[config.mk]
export PLATFORM = sky130hd
export DESIGN_NAME = uart_rx_fifo
export DESIGN_NICKNAME = d
export VERILOG_FILES = /design/src/rtl/uart_pkg.sv /design/src/rtl/sync_fifo.sv /design/src/rtl/uart_rx_fifo.sv
export SDC_FILE = /design/constraint.sdc
export NUM_CORES = 1
export LEC_CHECK = 0
export ABC_AREA = 1
export CAP_MARGIN = 30
export CORE_MARGIN = 1
export CORE_UTILIZATION = 38
export CTS_CLUSTER_SIZE = 40
export DETAILED_ROUTE_END_ITERATION = 8
export PLACE_DENSITY = 0.68
export SYNTH_ARGS = -nofsm -noshare
export SYNTH_HDL_FRONTEND = slang
export SYNTH_HIERARCHICAL = 1
export SYNTH_SLANG_ARGS = --single-unit
export TNS_END_PERCENT = 100
[constraint.sdc]
create_clock -name clk -period 2.3 [get_ports clk]
set_input_delay 0.345 -clock clk [delete_from_list [all_inputs] [get_ports clk]]
set_output_delay 0.345 -clock clk [all_outputs]
set_load 0.01 [all_outputs]
[src/rtl/uart_pkg.sv]
// Shared UART definitions: handshake FSM state encoding and the default byte width.
package uart_pkg;

   localparam int DataWidth = 8;

   typedef enum logic [1:0] {
      Init = 2'd0,
      Arm  = 2'd1,
      Ack  = 2'd2
   } uart_rx_fifo_state_e;

endpackage

[src/rtl/sync_fifo.sv]
// Power-of-two synchronous FIFO with first-word-fall-through read and wrap-bit pointers.
module sync_fifo #(
   parameter int Depth     = 16,
   parameter int DataWidth = 8
) (
   input  logic                   clk,
   input  logic                   rst,
   input  logic                   wr_en,
   input  logic [DataWidth-1:0]   wr_data,
   input  logic                   rd_en,
   output logic [DataWidth-1:0]   rd_data,
   output logic                   empty,
   output logic                   full,
   output logic [$clog2(Depth):0] count
);
   localparam int IdxW = $clog2(Depth);

   logic [IdxW:0]          wr_ptr_q, wr_ptr_d;
   logic [IdxW:0]          rd_ptr_q, rd_ptr_d;
   logic [DataWidth-1:0]   mem_q [Depth];
   logic                   push;
   logic                   pop;

   assign empty   = (wr_ptr_q == rd_ptr_q);
   assign full    = (wr_ptr_q[IdxW-1:0] == rd_ptr_q[IdxW-1:0]) &&
                    (wr_ptr_q[IdxW] != rd_ptr_q[IdxW]);
   assign push    = wr_en && !full;
   assign pop     = rd_en && !empty;
   assign rd_data = mem_q[rd_ptr_q[IdxW-1:0]];
   assign count   = wr_ptr_q - rd_ptr_q;

   always_comb begin
      wr_ptr_d = wr_ptr_q + {{IdxW{1'b0}}, push};
      rd_ptr_d = rd_ptr_q + {{IdxW{1'b0}}, pop};
   end

   always_ff @(posedge clk) begin
      if (rst) begin
         wr_ptr_q <= '0;
         rd_ptr_q <= '0;
      end else begin
         wr_ptr_q <= wr_ptr_d;
         rd_ptr_q <= rd_ptr_d;
      end
   end

   // Storage carries no reset; contents are only observable once written.
   always_ff @(posedge clk) begin
      if (push) mem_q[wr_ptr_q[IdxW-1:0]] <= wr_data;
   end

endmodule

[src/rtl/uart_rx_fifo.sv]
// UART receive buffer: go/data_ready handshake into a FWFT FIFO with sticky overrun.
// Optional saturating drop counter enabled by defining UART_RX_FIFO_DROP_CNT_EN.
module uart_rx_fifo
   import uart_pkg::*;
#(
   parameter int Depth     = 16,
   parameter int DataWidth = uart_pkg::DataWidth
) (
   input  logic                   clk,
   input  logic                   rst,
   output logic                   rx_go,
   input  logic [DataWidth-1:0]   rx_data,
   input  logic                   rx_data_ready,
   output logic [DataWidth-1:0]   out_data,
   output logic                   out_valid,
   input  logic                   out_ready,
   output logic [$clog2(Depth):0] count,
   output logic                   overrun,
   input  logic                   overrun_clr,
`ifdef UART_RX_FIFO_DROP_CNT_EN
   output logic [7:0]             drop_count,
`endif
   output uart_rx_fifo_state_e    dbg_state
);
   uart_rx_fifo_state_e state_q, state_d;
   logic                rx_go_q, rx_go_d;
   logic                overrun_q, overrun_d;
   logic                push;
   logic                drop;
   logic                empty;
   logic                full;

   sync_fifo #(
      .Depth     (Depth),
      .DataWidth (DataWidth)
   ) u_fifo (
      .clk     (clk),
      .rst     (rst),
      .wr_en   (push),
      .wr_data (rx_data),
      .rd_en   (out_ready),
      .rd_data (out_data),
      .empty   (empty),
      .full    (full),
      .count   (count)
   );

   // Capture happens in the Arm cycle: the receiver clears its data once go falls.
   always_comb begin
      state_d   = state_q;
      rx_go_d   = rx_go_q;
      overrun_d = overrun_q;
      push      = 1'b0;
      drop      = 1'b0;
      if (overrun_clr) overrun_d = 1'b0;
      case (state_q)
         Init: begin
            rx_go_d = 1'b1;
            state_d = Arm;
         end
         Arm: begin
            if (rx_data_ready) begin
               if (full) begin
                  drop      = 1'b1;
                  overrun_d = 1'b1;
               end else begin
                  push = 1'b1;
               end
               rx_go_d = 1'b0;
               state_d = Ack;
            end
         end
         Ack: begin
            if (!rx_data_ready) begin
               rx_go_d = 1'b1;
               state_d = Arm;
            end
         end
         default: begin
            rx_go_d = 1'b0;
            state_d = Init;
         end
      endcase
   end

   always_ff @(posedge clk) begin
      if (rst) begin
         state_q   <= Init;
         rx_go_q   <= 1'b0;
         overrun_q <= 1'b0;
      end else begin
         state_q   <= state_d;
         rx_go_q   <= rx_go_d;
         overrun_q <= overrun_d;
      end
   end

`ifdef UART_RX_FIFO_DROP_CNT_EN
   logic [7:0] drop_count_q, drop_count_d;

   // A drop coinciding with a clear leaves exactly that one drop counted.
   always_comb begin
      drop_count_d = drop_count_q;
      if (drop) begin
         if (overrun_clr)                drop_count_d = 8'd1;
         else if (drop_count_q != 8'hFF) drop_count_d = drop_count_q + 8'd1;
      end else if (overrun_clr) begin
         drop_count_d = 8'd0;
      end
   end

   always_ff @(posedge clk) begin
      if (rst) drop_count_q <= 8'd0;
      else     drop_count_q <= drop_count_d;
   end

   assign drop_count = drop_count_q;
`endif

   assign rx_go     = rx_go_q;
   assign overrun   = overrun_q;
   assign out_valid = !empty;
   assign dbg_state = state_q;

endmodule

==> results.cfg, run 1 <==
[worst_setup_path]
critPathArrivalTime_ps = 1930
worstPathMaxFanout = 32
start_kind = register
required_ps = 1960
worst-setup-path-type = register to primary output
r2r-end = u_fifo/wr_ptr_q[4]$_SDFF_PP0_
rr_worst_depth = 14
end_kind = primary output
r2r-start = u_fifo/rd_ptr_q[0]$_SDFF_PP0_
rrSetupSlack_ps = 140

[placed_design]
hpwl_um = 8900
place_inst = 925
place.gp.congestion = 0.828
numPortBuffers = 30

[cells_and_area]
fin_util_pct = 49.5
multi_input_area_um2 = 1780
n_antenna_cell = 0
drive_above_1_share_pct = 18.2
fill_cells = 1467
final_cells = 973
register_area_um2 = 4130
fin_nets = 762
area_delta_synth_final_pct = 27.5

[min_path]
whs_path_depth = 2
holdCritPathClass = register to register
min-delay-start = overrun$_SDFF_PP0_
hold_end = overrun$_SDFF_PP0_

[yosys]
yosys_warnings = 6
synth_seq_cells = 142
synthesis.nets = 689
synthDistinctLibCells = 20
synth.cell_area_um2 = 6410
syn_area_per_cell_um2 = 9.61
netlist_instances = 667
yosysSeqAreaShare_pct = 64.3

[global_routing]
grt_max_degree = 33
grt_pass1_vias = 4479
antenna_found_initial = 0
overflow = 0
gr-usage-all-layers_pct = 18.6
grt_pass1_wl_um = 24100

[job]
maxCapViolations = 0

[timing]
setup_viol_count_final = 0
relSlewSlack_pct = 47.2
worstMarginPinSlew_ps = 789
slew_violations = 0
hold_violations = 0
finClkSkew_ps = 9.16
rsz0062_at_grt = true
period_needed_ps = 2270
max_freq_ghz = 0.440
min_period_over_period_pct = 98.7
final.setup.tns_ps = 0

[die]
io_pins = 31
dieHeight_um = 132
core_area_um2 = 16500
core.rowCount = 47
start_util_pct = 38.8
die_area_um2 = 17400
die_w_um = 132

[detailed_routing]
dr.first_iter.drc_count = 492
ant_nets = 0
wire_per_inst_um = 15.9
via_per_inst = 4.79
vias = 4657
wl_um = 15500
drc_errors = 0
dr.pass1.iters = 5

[clock_tree]
clk_latency_ps = 420
cts.sinks = 142
cts_buffers = 17
cts_tree = done
hold_buffers = 0
cts_root_buf = clkbuf_16
cts_buffer_depth = 2
clk_pin_slew_ps = 60
htree_levels = 4

[power]
leakage_nw = 3.57
ir_drop_uv = 554
power_density_nw_per_um2 = 851

[outcome]
status = finished, final reports clean
-- power breakdown --
part           internal (W)  total (W)  switching [W]
registers           0.00283    0.00285      0.0000128
logic              0.000438    0.00103       0.000593
clock network       0.00203    0.00308        0.00105
-- timing repair --
action                                  CTS  global route
gates cloned                              3             1
setup buffers                             7             5
gates resized for setup                  55            26
endpoints found under the setup margin   77           109
pin swaps                                 3            14
-- cells in the final DEF (no fill, tap or decap), types with 5 or more instances in the layout --
| cell | n |
|---|---|
| dfxtp_1 | 10 |
| buf_4 | 35 |
| nand4_1 | 5 |
| bufinv_16 | 6 |
| a21oi_1 | 8 |
| edfxtp_1 | 128 |
| inv_1 | 140 |
| nor2_2 | 14 |
| ha_1 | 5 |
| nand2_1 | 191 |
| clkdlybuf4s50_1 | 17 |
| nand3_2 | 7 |
| nor2_4 | 5 |
| nor2_1 | 15 |
| nand2_2 | 11 |
| nand3_1 | 79 |
| clkbuf_16 | 18 |
| buf_2 | 7 |
-- kinds of logic after synthesis --
logic type	count (synthesis)	synth area share [%]
AND/OR/NAND/NOR	327	21.0
buffers and inverters	168	10.7
flip-flops	142	64.3
AO/OA/AOI/OAI	14	1.13
adder cells (fa/ha/maj)	9	1.87
XOR/XNOR	7	0.956
-- Yosys cell counts --
cell type	instances	area share, %
a21oi_1	8	0.62
buf_2	12	0.94
buf_4	7	0.82
buf_6	2	0.35
clkbuf_1	2	0.12
clkinv_1	2	0.12
dfxtp_1	14	4.4
edfxtp_1	128	60
fa_1	1	0.31
ha_1	8	1.6
inv_1	141	8.3
inv_2	2	0.12
nand2_1	202	12
nand3_1	86	6.7
nand4_1	5	0.49
nor2_1	34	2.0
o21ai_0	5	0.39
o21bai_1	1	0.12
xnor2_1	4	0.55
xor2_1	3	0.41
-- worst max-delay path, stage by stage (launching register included) --
cell           delay, ps
dfxtp_2              340
buf_8                140
buf_16               200
nand2_1               80
nand3_1              100
nand3_2              120
nand3_1              140
nand2_1               70
dlygate4sd2_1        280
-- per-stage QoR --
stage | instance area, µm² | power, W | setup slack [ps] | hold slack [ps]
floorplan | 6500 | 0.00340 | 14.8 | 414
global placement | 7200 | 0.00373 | 34.4 | 459
detailed placement | 7200 | 0.00374 | -23.1 | 469
CTS | 8090 | 0.00695 | 2.02 | 485
global route | 8170 | 0.00718 | -42.4 | 513
finish | 8170 | 0.00695 | 29.6 | 474
-- area by class of cell --
| class | count | share of cell area [%] |
|---|---|---|
| Clock inverter | 15 | 2.97 |
| Inverter | 145 | 6.77 |
| Clock buffer | 17 | 5.21 |
| Timing Repair Buffer | 77 | 9.35 |
| Tap cell | 220 | 3.37 |
| Multi-Input combinational cell | 357 | 21.8 |
| Sequential cell | 142 | 50.6 |
-- per-layer routing --
metal / vias up / GRT usage, % / share of wire (%)
li1: 2251 / - / -
met1: 2186 / 24.5 / 43
met2: 196 / 29.4 / 47
met3: 24 / 4.54 / 8.0
met4: 0 / 8.07 / 1.8
met5: - / 0 / 0
-- registers in the layout, summed over array words and instances (netlist names) --
register and flops:
rx_go 1, overrun 1, u_fifo/wr_ptr_q 5, dbg_state 2
u_fifo/rd_ptr_q 5, u_fifo/mem_q 128
-- worst max path at each step --
stage                                             start                           end  slack, ps
after global routing      u_fifo/rd_ptr_q[0]$_SDFF_PP0_                   out_data[7]        -40
after CTS                 u_fifo/rd_ptr_q[0]$_SDFF_PP0_                   out_data[1]          2
after floorplan           u_fifo/rd_ptr_q[1]$_SDFF_PP0_  u_fifo/mem_q[0][0]$_DFFE_PP_         10
after detailed placement  u_fifo/rd_ptr_q[2]$_SDFF_PP0_  u_fifo/mem_q[5][0]$_DFFE_PP_        -20
final                     u_fifo/rd_ptr_q[0]$_SDFF_PP0_                   out_data[3]         30
after global placement    u_fifo/rd_ptr_q[2]$_SDFF_PP0_  u_fifo/mem_q[2][7]$_DFFE_PP_         30
No activity file was read; power rests on OpenSTA's default activity.
==> run 2, diff against run 1 <==
- CORE_ASPECT_RATIO: unset -> 1.5
==> results.cfg, run 2 (synthesis results as in run 1) <==
[placed_design]
numPortBuffers = 30
place.gp.congestion = 0.825
hpwl_um = 9700

[global_routing]
grt_max_degree = 39
grt_pass1_wl_um = 23600
gr-usage-all-layers_pct = 18.8
grt_pass1_vias = 4483
overflow = 0
antenna_found_initial = 0

[die]
core_area_um2 = 16300
dieHeight_um = 161
core.rowCount = 57
die_w_um = 108
io_pins = 31
die_area_um2 = 17400
start_util_pct = 39.3

[cells_and_area]
drive_above_1_share_pct = 16.1
area_delta_synth_final_pct = 26.2
fin_nets = 753
n_antenna_cell = 0
layout_commonest_cell = nand2_1
largest_reg_flops = 128
final_cell_mix = 200 x nand2_1, 140 x inv_1, 128 x edfxtp_1

[timing]
min_period_over_period_pct = 98.1
worstMarginPinSlew_ps = 729
finClkSkew_ps = 9.62
final.setup.tns_ps = 0
hold_violations = 0
slew_violations = 0
setup_viol_count_final = 0
max_freq_ghz = 0.443
relSlewSlack_pct = 51.2
rsz0062_at_grt = true
period_needed_ps = 2260

[worst_setup_path]
r2r-start = u_fifo/wr_ptr_q[1]$_SDFF_PP0_
r2r-end = u_fifo/mem_q[10][0]$_DFFE_PP_
worstPathMaxFanout = 12
required_ps = 1960
worst-setup-path-type = register to primary output
crit_start = u_fifo/rd_ptr_q[0]$_SDFF_PP0_
rr_worst_depth = 10
start_kind = register
end_kind = primary output
crit_end = out_data[4]
critPathArrivalTime_ps = 1910
rrSetupSlack_ps = 160

[detailed_routing]
wl_um = 15400
vias = 4558
via_per_inst = 4.80
dr.first_iter.drc_count = 346
drc_errors = 0
ant_nets = 0
wire_per_inst_um = 16.2
dr.pass1.iters = 5

[power]
p_seq_share_pct = 43.1
p_clk_share_pct = 41.3
finalPower_w = 0.00660
leakage_nw = 3.55
ir_drop_uv = 393
p_int_w = 0.00482
comb_power_share_pct = 15.6
power_density_nw_per_um2 = 815
p_sw_w = 0.00178
swShare_pct = 27.0

[job]
maxCapViolations = 0

[clock_tree]
cts_buffers = 17
cts_buffer_depth = 2
cts.sinks = 142
htree_levels = 4
cts_root_buf = clkbuf_16
clk_latency_ps = 420
cts_tree = done
clk_pin_slew_ps = 70

[outcome]
status = finished, final reports clean

[min_path]
holdCritPathClass = register to register
==> run 2: area by class of cell <==
class	count	area [µm²]
Clock buffer	17	425
Clock inverter	15	176
Fill cell	1447	8240
Inverter	145	563
Multi-Input combinational cell	357	1750
Sequential cell	142	4130
Tap cell	206	258
Timing Repair Buffer	68	790
==> run 2: through the flow <==
step,worst slack (ps),hold WS [ps],std cells,util [%],area (µm²)
floorplan,14.8,414,667,-,6500
global placement,31.9,464,912,44.6,7280
finish,42.7,471,950,49.6,8100
detailed placement,3.90,464,912,44.6,7280
CTS,11.1,477,948,49.3,8050
global route,-23.9,506,950,49.6,8100
==> run 2: power by group through the flow <==
stage          logic, W  clock network [W]  registers [W]
6_report        0.00103            0.00273        0.00284
5_1_grt         0.00111            0.00286        0.00284
4_1_cts        0.000976            0.00277        0.00284
3_5_place_dp   0.000874                  0        0.00290
3_3_place_gp   0.000862                  0        0.00290
2_1_floorplan  0.000502                  0        0.00290
==> run 2: worst min-delay path by stage <==
stage | startpoint | endpoint | slack, ps | cells past startpoint
2_1_floorplan | rst | dbg_state[1]$_SDFFE_PP0P_ | 410 | 1
3_3_place_gp | overrun$_SDFF_PP0_ | overrun$_SDFF_PP0_ | 460 | 2
3_5_place_dp | overrun$_SDFF_PP0_ | overrun$_SDFF_PP0_ | 460 | 2
4_1_cts | overrun$_SDFF_PP0_ | overrun$_SDFF_PP0_ | 480 | 2
5_1_grt | rx_go$_SDFFE_PP0P_ | rx_go$_SDFFE_PP0P_ | 510 | 2
6_report | overrun$_SDFF_PP0_ | overrun$_SDFF_PP0_ | 470 | 2
==> run 2: per-layer routing <==
| layer | vias to the layer above | GRT usage (%) | wire, µm |
|---|---|---|---|
| li1 | 2244 | - | - |
| met1 | 2159 | 19.3 | 5620 |
| met2 | 116 | 35.3 | 8690 |
| met3 | 39 | 2.62 | 538 |
| met4 | 0 | 11.2 | 571 |
| met5 | - | 0 | 0 |
==> run 2: critical path, stage by stage (launching register included) <==
cell	delay, ps
dfxtp_2	360
buf_12	170
inv_16	70
buf_16	150
nand2_1	70
nand3_1	90
nand3_1	120
nand3_2	90
nand2_1	110
clkdlybuf4s15_1	250
==> run 2: timing repair <==
| action | 4_1_cts | 5_1_grt |
|---|---|---|
| hold buffers | 0 | 0 |
| pin swaps | 1 | 1 |
| gates cloned | 3 | 2 |
| endpoints found under the setup margin | 21 | 22 |
| gates resized for setup | 45 | 25 |
| setup buffers | 1 | 0 |
==> RTL change: new RTL, settings of run 2 <==
Add a define of `UART_RX_FIFO_DROP_CNT_EN`.
--- a/src/rtl/uart_rx_fifo.sv
+++ b/src/rtl/uart_rx_fifo.sv
@@ -2,2 +2,4 @@
 // Optional saturating drop counter enabled by defining UART_RX_FIFO_DROP_CNT_EN.
+`define UART_RX_FIFO_DROP_CNT_EN
+
 module uart_rx_fifo
Function (old outputs only; new: drop_count): kept (equiv_simple and equiv_induct, registers matched by name and starting in step).
==> RTL change against run 2 <==
Power is 1.1% higher; global-route usage fell by 0.31 points; register-to-register slack worse by 0.08 ns; routed wire length rose by 12%; design area rose by 8.0%; area after synthesis increased by 8.9%; setup slack worse by 0.020 ns; sequential cell count is 8 higher; critical path type unchanged; highest routed layer unchanged.
==> RTL change: results (changes against run 2) <==
- Critical Path Sink: out_data[2] (was out_data[4])
- Global-route wire length before repair: 26,000 um (was 23,600 um)
- Multi-input combinational area share: 23.8% (was 21.7%)
- Internal: 0.00483 W (was 0.00482 W)
- Nets@finish: 873 (was 753)
- Hold EP: overrun (unchanged)
- WL met1: 6570 um (was 5620 um)
- Slew @ Worst Pin: 0.671 ns (was 0.729 ns)
- Largest net degree at the start of global routing: 34 (was 39)
- GPL Wtd Cong: 0.825 (about the same)
- Layout cells sized above 1: 15.9% (was 16.1%)
- Clk tree area frac: 6.41% (was 7.43%)
- CP Max Fanout: 9 (was 12)
- Global Route Usage Sum: 18.5% (was 18.8%)
- Post-synthesis cell type count: 32 (was 20)
- Fill count: 1,580 (was 1,447)
- Final hold slack: 0.469 ns (was 0.471 ns)
- CP Data Arrival Time: 1.93 ns (was 1.91 ns)
- Register area: 0.00430 mm^2 (was 0.00413 mm^2)
- Clock buffer depth: 2 (unchanged)
- Hpwl dp: 11,000 um (was 9700 um)
- Worst-path clk slew: 0.07 ns (about the same)
- Non-clk bufs: 97 (was 68)
- Synth cell count leaders: 235 x nand2_1, 152 x inv_1, 128 x edfxtp_1, 100 x nand3_1, 41 x nor2_1 (was 202 x nand2_1, 141 x inv_1, 128 x edfxtp_1, 86 x nand3_1, 34 x nor2_1)
- PortBufs: 38 (was 30)
- Synth Area in Adders: 1.90% (was 1.87%)
- Slowest stage cell, crit path: dfxtp_4 (was dfxtp_2)
- Reg-to-reg startpoint: u_fifo/rd_ptr_q[1] (was u_fifo/wr_ptr_q[1])
- Post-CTS Setup Inserts: 2 (was 1)
- DRT iter0 DRCs: 293 (was 346)
- Comb_multi_in: 428 (was 357)
- Sequential share of the synthesized area: 61.3% (was 64.3%)
- Synth Area in XOR/XNOR: 0.752% (was 0.956%)
- Tap Cells: 217 (was 206)
- Met3 Usage GRT: 3.42% (was 2.62%)
- Met2 wire len: 9160 um (was 8690 um)
- Worst R2R Path Depth: 14 (was 10)
- Met2 usage: 33.7% (was 35.3%)
- Seq cells: 150 (was 142)
- Vias/cell: 4.87 (was 4.80)
- P_leak: 3.86 nW (was 3.55 nW)
- Inverters: 156 (was 145)
- R2R setup slack: 0.08 ns (was 0.16 ns)
- Status: finished clean (unchanged)
- Synth Area in Compound Gates: 1.70% (was 1.13%)
- Metal3 WL: 898 um (was 538 um)
- Max rail drop VDD: 0.397 mV (was 0.393 mV)
- Synth top area cells: edfxtp_1 55%, nand2_1 13%, inv_1 8.2% (was edfxtp_1 60%, nand2_1 12%, inv_1 8.3%)
- Post-place instance area: 0.00795 mm^2 (was 0.00728 mm^2)
- Syn Nets: 781 (was 689)
RTL change: cell count changes after synthesis, sizes merged, moves of 6 or more:
cell,run 2,this run
nand3,86,101
nor2,34,44
dfxtp,14,22
inv,143,154
a21oi,8,14
nand2,202,237
RTL change: kinds of logic (layout without fill, tap and decap cells):
family,count (synthesis),after routing
XOR/XNOR,6,6
buffers and inverters,180,285
AO/OA/AOI/OAI,20,20
adder cells (fa/ha/maj),10,10
AND/OR/NAND/NOR,392,392
flip-flops,150,150
RTL change: per-stage QoR:
stage          setup TNS (ns)  power, W  util, %  worst slack (ns)  std cells
2_1_floorplan               0   0.00357        -           0.00865        758
3_3_place_gp                0   0.00394     44.3            0.0860       1038
3_5_place_dp                0   0.00395     44.3            0.0752       1038
4_1_cts              -0.00241   0.00663     48.0          -0.00241       1073
5_1_grt               -0.0781   0.00691     48.7           -0.0691       1080
6_report                    0   0.00667     48.7            0.0223       1080
